**config.mk**
```make
export PLATFORM = sky130hd
export DESIGN_NAME = lvt_read_mux_flat
export DESIGN_NICKNAME = d
export VERILOG_FILES = /design/src/rtl/lvt_read_mux_pkg.sv /design/src/rtl/lvt_read_mux_if.sv /design/src/rtl/lvt_read_mux_read_port.sv /design/src/rtl/lvt_read_mux.sv /design/src/flat_wrapper.sv
export SDC_FILE = /design/constraint.sdc
export NUM_CORES = 1
export LEC_CHECK = 0
export CAP_MARGIN = 0
export CORE_UTILIZATION = 45
export CTS_CLUSTER_DIAMETER = 30
export CTS_CLUSTER_SIZE = 28
export DETAILED_ROUTE_END_ITERATION = 12
export GPL_TIMING_DRIVEN = 0
export PLACE_DENSITY_LB_ADDON = 0.05
export SYNTH_ARGS = -nofsm -noshare
export SYNTH_HDL_FRONTEND = slang
export SYNTH_SLANG_ARGS = --single-unit
```
**constraint.sdc**
```tcl
create_clock -name aclk -period 2.49 [get_ports aclk]
set_input_delay 0.249 -clock aclk [delete_from_list [all_inputs] [get_ports aclk]]
set_output_delay 0.249 -clock aclk [all_outputs]
set_load 0.02 [all_outputs]
```
**src/rtl/lvt_read_mux_pkg.sv**
```systemverilog
// Shared helpers for the multi-write-port memory: selector widths, bank indexing, LVT entry type.
package meduram_pkg;

    localparam int unsigned LVT_SELW_MAX = 8;

    typedef logic [LVT_SELW_MAX-1:0] lvt_entry_t;

    // Width of a selector able to name nb items, never narrower than one bit.
    function automatic int unsigned sel_width(input int unsigned nb);
        return (nb > 1) ? $clog2(nb) : 1;
    endfunction

    // Flat index of bank w within the copy of the bank array serving read agent r.
    function automatic int unsigned bank_index(input int unsigned r,
                                               input int unsigned nb_wr,
                                               input int unsigned w);
        return r * nb_wr + w;
    endfunction

    function automatic lvt_entry_t agent_sel(input int unsigned agent);
        return lvt_entry_t'(agent);
    endfunction

endpackage

```
**src/rtl/lvt_read_mux_if.sv**
```systemverilog
// Write-snoop, read-request, bank-data and live-data signals of the LVT read mux.
interface lvt_read_mux_if #(
    parameter int unsigned NB_WRAGENT = 2,
    parameter int unsigned NB_RDAGENT = 1,
    parameter int unsigned ADDR_WIDTH = 8,
    parameter int unsigned DATA_WIDTH = 32
);
    logic [NB_WRAGENT-1:0]                       wren;
    logic [ADDR_WIDTH*NB_WRAGENT-1:0]            wraddr;
    logic [NB_RDAGENT-1:0]                       rden;
    logic [ADDR_WIDTH*NB_RDAGENT-1:0]            rdaddr;
    logic [DATA_WIDTH*NB_WRAGENT*NB_RDAGENT-1:0] bank_rddata;
    logic [DATA_WIDTH*NB_RDAGENT-1:0]            rddata;
    logic [NB_RDAGENT-1:0]                       rdvalid;

    modport master (
        output wren, wraddr, rden, rdaddr, bank_rddata,
        input  rddata, rdvalid
    );

    modport slave (
        input  wren, wraddr, rden, rdaddr, bank_rddata,
        output rddata, rdvalid
    );
endinterface

```
**src/rtl/lvt_read_mux_read_port.sv**
```systemverilog
// One read agent: registered LVT selector, valid pipeline, bank word mux and optional output register.
module lvt_read_port
    import meduram_pkg::*;
#(
    parameter int unsigned NB_WRAGENT = 2,
    parameter int unsigned DATA_WIDTH = 32,
    parameter int unsigned SELW       = 1,
    parameter int unsigned RD_PIPE    = 0
) (
    input  logic                             aclk,
    input  logic                             aresetn,
    input  logic                             rden,
    input  logic [SELW-1:0]                  lkup_sel,
    input  logic [DATA_WIDTH*NB_WRAGENT-1:0] bank_words,
    output logic [DATA_WIDTH-1:0]            rddata,
    output logic                             rdvalid
);

    logic [SELW-1:0]       sel_q;
    logic                  valid_q;
    logic [DATA_WIDTH-1:0] word_c;

    // Selector is sampled with the bank read so it lines up with the bank's registered data.
    always_ff @(posedge aclk or negedge aresetn) begin
        if (!aresetn) begin
            sel_q   <= '0;
            valid_q <= 1'b0;
        end else begin
            valid_q <= rden;
            if (rden) begin
                sel_q <= lkup_sel;
            end
        end
    end

    // Unmatched selector values fall back to bank 0, so the output is never X.
    always_comb begin
        word_c = bank_words[DATA_WIDTH-1:0];
        for (int w = 1; w < NB_WRAGENT; w++) begin
            if (sel_q == SELW'(w)) begin
                word_c = bank_words[w*DATA_WIDTH +: DATA_WIDTH];
            end
        end
    end

    generate
        if (RD_PIPE != 0) begin : g_pipe
            logic [DATA_WIDTH-1:0] rddata_q;
            logic                  rdvalid_q;

            always_ff @(posedge aclk or negedge aresetn) begin
                if (!aresetn) begin
                    rddata_q  <= '0;
                    rdvalid_q <= 1'b0;
                end else begin
                    rdvalid_q <= valid_q;
                    if (valid_q) begin
                        rddata_q <= word_c;
                    end
                end
            end

            assign rddata  = rddata_q;
            assign rdvalid = rdvalid_q;
        end else begin : g_direct
            assign rddata  = word_c;
            assign rdvalid = valid_q;
        end
    endgenerate

endmodule

```
**src/rtl/lvt_read_mux.sv**
```systemverilog
// Live-value table over per-write-agent banks: records the last writer of each address and
// steers each read agent's bank outputs to the live word.
module lvt_read_mux
    import meduram_pkg::*;
#(
    parameter int unsigned NB_WRAGENT = 2,
    parameter int unsigned NB_RDAGENT = 1,
    parameter int unsigned ADDR_WIDTH = 8,
    parameter int unsigned RAM_DEPTH  = 2**ADDR_WIDTH,
    parameter int unsigned DATA_WIDTH = 32,
    parameter int unsigned RD_PIPE    = 0
) (
    input logic           aclk,
    input logic           aresetn,
    lvt_read_mux_if.slave bus
);

    localparam int unsigned SELW = sel_width(NB_WRAGENT);
    localparam int unsigned IDXW = sel_width(RAM_DEPTH);

    logic [SELW-1:0] lvt_q [RAM_DEPTH];

    // Ascending scan: on a same-address collision the highest agent index is recorded.
    always_ff @(posedge aclk or negedge aresetn) begin
        if (!aresetn) begin
            for (int a = 0; a < RAM_DEPTH; a++) begin
                lvt_q[a] <= '0;
            end
        end else begin
            for (int i = 0; i < NB_WRAGENT; i++) begin
                if (bus.wren[i] &&
                    (32'(bus.wraddr[i*ADDR_WIDTH +: ADDR_WIDTH]) < RAM_DEPTH)) begin
                    lvt_q[IDXW'(bus.wraddr[i*ADDR_WIDTH +: ADDR_WIDTH])] <= SELW'(agent_sel(i));
                end
            end
        end
    end

    generate
        for (genvar r = 0; r < NB_RDAGENT; r++) begin : g_rd
            localparam int unsigned BANK_LSB = bank_index(r, NB_WRAGENT, 0) * DATA_WIDTH;

            logic [ADDR_WIDTH-1:0] addr;
            logic [SELW-1:0]       lkup_sel_c;
            logic [DATA_WIDTH-1:0] port_rddata;
            logic                  port_rdvalid;

            assign addr = bus.rdaddr[r*ADDR_WIDTH +: ADDR_WIDTH];

            // Lookup sees the pre-write table, matching the banks' read-first behaviour.
            always_comb begin
                lkup_sel_c = '0;
                if (32'(addr) < RAM_DEPTH) begin
                    lkup_sel_c = lvt_q[IDXW'(addr)];
                end
            end

            lvt_read_port #(
                .NB_WRAGENT (NB_WRAGENT),
                .DATA_WIDTH (DATA_WIDTH),
                .SELW       (SELW),
                .RD_PIPE    (RD_PIPE)
            ) u_port (
                .aclk       (aclk),
                .aresetn    (aresetn),
                .rden       (bus.rden[r]),
                .lkup_sel   (lkup_sel_c),
                .bank_words (bus.bank_rddata[BANK_LSB +: NB_WRAGENT*DATA_WIDTH]),
                .rddata     (port_rddata),
                .rdvalid    (port_rdvalid)
            );

            assign bus.rddata[r*DATA_WIDTH +: DATA_WIDTH] = port_rddata;
            assign bus.rdvalid[r]                         = port_rdvalid;
        end
    endgenerate

endmodule
```
**src/flat_wrapper.sv**
```systemverilog
// flat-port wrapper written by rule: the top's interface ports become plain ports
module lvt_read_mux_flat import meduram_pkg::*;
#(
    parameter int unsigned NB_WRAGENT = 2,
    parameter int unsigned NB_RDAGENT = 1,
    parameter int unsigned ADDR_WIDTH = 8,
    parameter int unsigned RAM_DEPTH  = 2**ADDR_WIDTH,
    parameter int unsigned DATA_WIDTH = 32,
    parameter int unsigned RD_PIPE    = 0
)
  (aclk, aresetn, bus_wren, bus_wraddr, bus_rden, bus_rdaddr, bus_bank_rddata, bus_rddata, bus_rdvalid);
  lvt_read_mux_if #(.NB_WRAGENT(NB_WRAGENT), .NB_RDAGENT(NB_RDAGENT), .ADDR_WIDTH(ADDR_WIDTH), .DATA_WIDTH(DATA_WIDTH)) bus_i ();
  input logic aclk;
  input logic aresetn;
  input wire logic [$bits(bus_i.wren)-1:0] bus_wren;
  input wire logic [$bits(bus_i.wraddr)-1:0] bus_wraddr;
  input wire logic [$bits(bus_i.rden)-1:0] bus_rden;
  input wire logic [$bits(bus_i.rdaddr)-1:0] bus_rdaddr;
  input wire logic [$bits(bus_i.bank_rddata)-1:0] bus_bank_rddata;
  output wire logic [$bits(bus_i.rddata)-1:0] bus_rddata;
  output wire logic [$bits(bus_i.rdvalid)-1:0] bus_rdvalid;
  assign bus_i.wren = bus_wren;
  assign bus_i.wraddr = bus_wraddr;
  assign bus_i.rden = bus_rden;
  assign bus_i.rdaddr = bus_rdaddr;
  assign bus_i.bank_rddata = bus_bank_rddata;
  assign bus_rddata = bus_i.rddata;
  assign bus_rdvalid = bus_i.rdvalid;
  lvt_read_mux #(.NB_WRAGENT(NB_WRAGENT), .NB_RDAGENT(NB_RDAGENT), .ADDR_WIDTH(ADDR_WIDTH), .RAM_DEPTH(RAM_DEPTH), .DATA_WIDTH(DATA_WIDTH), .RD_PIPE(RD_PIPE)) u_core (.aclk(aclk), .aresetn(aresetn), .bus(bus_i));
endmodule
```
==> metrics.md <==
| Metric | Value |
|---|---|
| Status | `finished with violations` |
| Failing checks | `setup timing` |
| CTS Buf Count | `60` |
| Worst hold path type | `in -> async` |
| Worst-Margin Slew | `between 1000 and 1500 ps` |
| Synthesis-to-finish area growth | `31.05%` |
| Max-cap viol count | `0` |
| Period utilization | `101.9%` |
| Sequential cell area | `~6500 um2` |
| Number of synthesized flops with an enable pin | `0` |
| Max-slew violation count | `0` |
| Endpoint class of the critical path | `flip-flop` |
| Syn_nets | `between 1000 and 1500` |
| Cell Pwr Density | `876.0 nW/um2` |
| Area of the die | `between 20000 and 30000 um2` |
| # IOs | `around 130` |
| DRC | `0` |
| Most common cell after layout, fill and taps aside | `o21ai_0` |
| Via Count | `between 10000 and 15000` |
| Nets | `1501` |
| Most frequent cells in the layout | `o21ai_0, dfrtp_1, clkdlybuf4s50_1, clkbuf_1, clkbuf_16` |
| FF-to-FF path depth | `5` |
| Final WL | `55600 um` |
| Critical Path RT | `2920 ps` |
| Clock transition at path regs | `roughly 50 ps` |
| Avg WL per Cell | `about 30 um` |
| TritonCTS clock tree | `done` |
| Setup Total Neg Slack | `-46.91 ps` |
| DP Wirelength | `approximately 37000 um` |
| Async SR Flop Fraction | `100.0%` |
| Initial DRC count | `1778` |
| Filler cell count | `roughly 2400` |
| Post-route cell area | `roughly 17000 um2` |
| Drt via density | `between 6 and 7` |
| Post-Place Cells | `approximately 1700` |
| Root buf cell | `clkbuf_16` |
| Reg2reg start | `u_core.lvt_q[126]` |
| Placer Congestion | `1.082` |
| Overall power | `approximately 14 mW` |
| Global-route wire length before repair | `80450 um` |
| CTS max path bufs | `3` |
| CP startpoint | `bus_rdaddr[4]` |
| Multi-input logic area | `5753 um2` |
| Crit path DAT | `2960 ps` |
| Die height | `between 150 and 200 um` |
| Top_reg_cell synth | `dfrtp_1` |
| Pin count of the biggest net entering global routing | `approximately 110` |
| Final WS setup | `-46.91 ps` |
| Remaining Overflow, GRT | `0` |
| H-tree depth | `2` |
| # port buffers | `between 100 and 150` |
| Maximum VDD drop | `0.5797 mV` |
| Crit start category | `input pin` |
| Final hold vios | `0` |
| Drt pass-1 iters | `8` |
| P_leak | `approximately 6.7 nW` |
| Crit path kind | `in -> reg` |
| Cells after synthesis | `between 1000 and 1500` |
| Share of cells above drive strength 1 | `15.64%` |
| Sequential power share | `between 30 and 40%` |
| Sequential area share after synthesis | `between 50% and 60%` |
| Crit path max fanout | `10` |
| Initial core utilization | `around 46%` |
| Power share of the clock group | `a little under three fifths` |
| Peak Freq | `approximately 0.39 GHz` |
| Clock Latency Late Sink | `between 500 and 600 ps` |
| Number of diodes | `0` |
| Die W | `between 150 and 200 um` |
| Logic pwr share | `11.4%` |
| ANT nets after route | `0` |
| Slew headroom | `between 20% and 30%` |
| Clock Sinks | `between 200 and 300` |
| Global-route usage over all layers | `around two fifths` |
| Post-Syn Area | `12610 um2` |
| Vias in the first global route | `~12000` |
| Final count of negative-setup-slack endpoints | `1` |
| Core Region | `around 27000 um2` |
| Library cells used by synthesis | `43` |
| Non-Filler Instances | `around 1800` |
| Seq cells post-synth | `between 200 and 300` |
| Cell Rows | `60` |
| Switching Share | `a little over a quarter` |
| Placed cell area | `between 10000 and 15000 um2` |
| Final worst path period need | `roughly 2500 ps` |
| Avg Inst Size Synth | `10.26 um2` |
| Initial antenna violation count | `0` |
| Pre-CTS WS | `-1073 ps` |
| Internal power | `between 10 and 15 mW` |
| RSZ-0062 raised after global routing | `no` |
| Ys Warns | `0` |
| Psw | `3.828 mW` |
| Post-Route Skew | `between 20 and 25 ps` |
timing repair:
item | 4_1_cts | 5_1_grt
endpoints found under the setup margin | 39 | 40
hold buffers | 1 | 0
pin swaps | 1 | 0
endpoints found under the hold margin | 57 | 0
resized for setup | 34 | 14
setup buffers | 2 | 0
registers in the layout (all words and copies together) (netlist names):
signal	flops
u_core.g_rd.u_port.rdvalid	1
u_core.g_rd.u_port.sel_q	1
u_core.lvt_q	256
final timing paths:
| check | slack, ps | endpoint |
|---|---|---|
| max | -50 | u_core.g_rd[0].u_port.sel_q |
| min | 170 | u_core.lvt_q[192] |
| max reg2reg | 70 | u_core.g_rd[0].u_port.sel_q |
| min reg2reg | 500 | u_core.lvt_q[82] |
| max in group asynchronous | 940 | u_core.lvt_q[126] |
| min in group aclk | 230 | u_core.lvt_q[163] |
worst max-delay path, stage by stage:
cell             delay, ps
clkdlybuf4s50_1        690
clkbuf_2               410
clkbuf_2               400
o311ai_0               270
nor3_2                 340
a21o_1                 130
nor4_1                  50
a311o_1                400
power by group through the flow:
stage | Sequential (mW) | Clock [mW] | Combinational (mW)
floorplan | 4.71 | 0 | 0.881
global placement | 4.77 | 0 | 1.56
detailed placement | 4.78 | 0 | 1.60
CTS | 4.72 | 8.07 | 1.62
global route | 4.76 | 8.30 | 1.77
finish | 4.73 | 8.09 | 1.65
stage by stage:
stage | hold WS [ps] | util, %
4_1_cts | 204.4 | 60.53
2_1_floorplan | -46.59 | -
5_1_grt | 229.6 | 60.65
3_3_place_gp | 482.6 | 52.14
3_5_place_dp | 202.7 | 52.36
6_report | 174.6 | 60.65
synthesized netlist by cell type, drive strengths merged (2+ instances only):
cell / number / area (um2)
a211oi: 2 / 15.01
a21oi: 8 / 40.04
a22oi: 7 / 52.55
buf: 20 / 123.9
clkbuf: 81 / 305.3
dfrtp: 258 / 6456
inv: 6 / 22.52
mux2: 34 / 382.9
mux2i: 34 / 340.3
mux4: 50 / 1152
nand2: 49 / 183.9
nand2b: 5 / 31.28
nand3: 56 / 280.3
nand3b: 3 / 22.52
nand4: 21 / 131.4
nor2: 23 / 86.33
nor2b: 19 / 118.9
nor3: 4 / 20.02
nor4: 4 / 25.02
o21ai: 514 / 2572
o221ai: 10 / 87.58
o22ai: 5 / 31.28
o32ai: 2 / 17.52
final cells by class:
type	instances	area share, %
sequential	258	39.07
multi-input combinational	864	34.81
clock buffer	75	10.16
timing repair buffer	118	7.366
buffer	100	3.051
tap	372	2.816
clock inverter	37	2.597
inverter	6	0.1363
layer usage:
layer  vias up  GRT usage (%)  wire (um)
met5         -              0          0
met4         0          22.99       3726
met3       260          12.08       7678
met2      1063          58.06      23500
met1      6023          51.86      20700
li1       4990              -          -
kinds of logic after synthesis:
| logic type | Yosys count | synth area share, % |
|---|---|---|
| AO/OA/AOI/OAI | 559 | 23.08 |
| flip-flops | 258 | 51.19 |
| AND/OR/NAND/NOR | 187 | 7.282 |
| multiplexers | 118 | 14.87 |
| buffers and inverters | 107 | 3.581 |
Note: power is estimated with default switching activity, not from simulation.
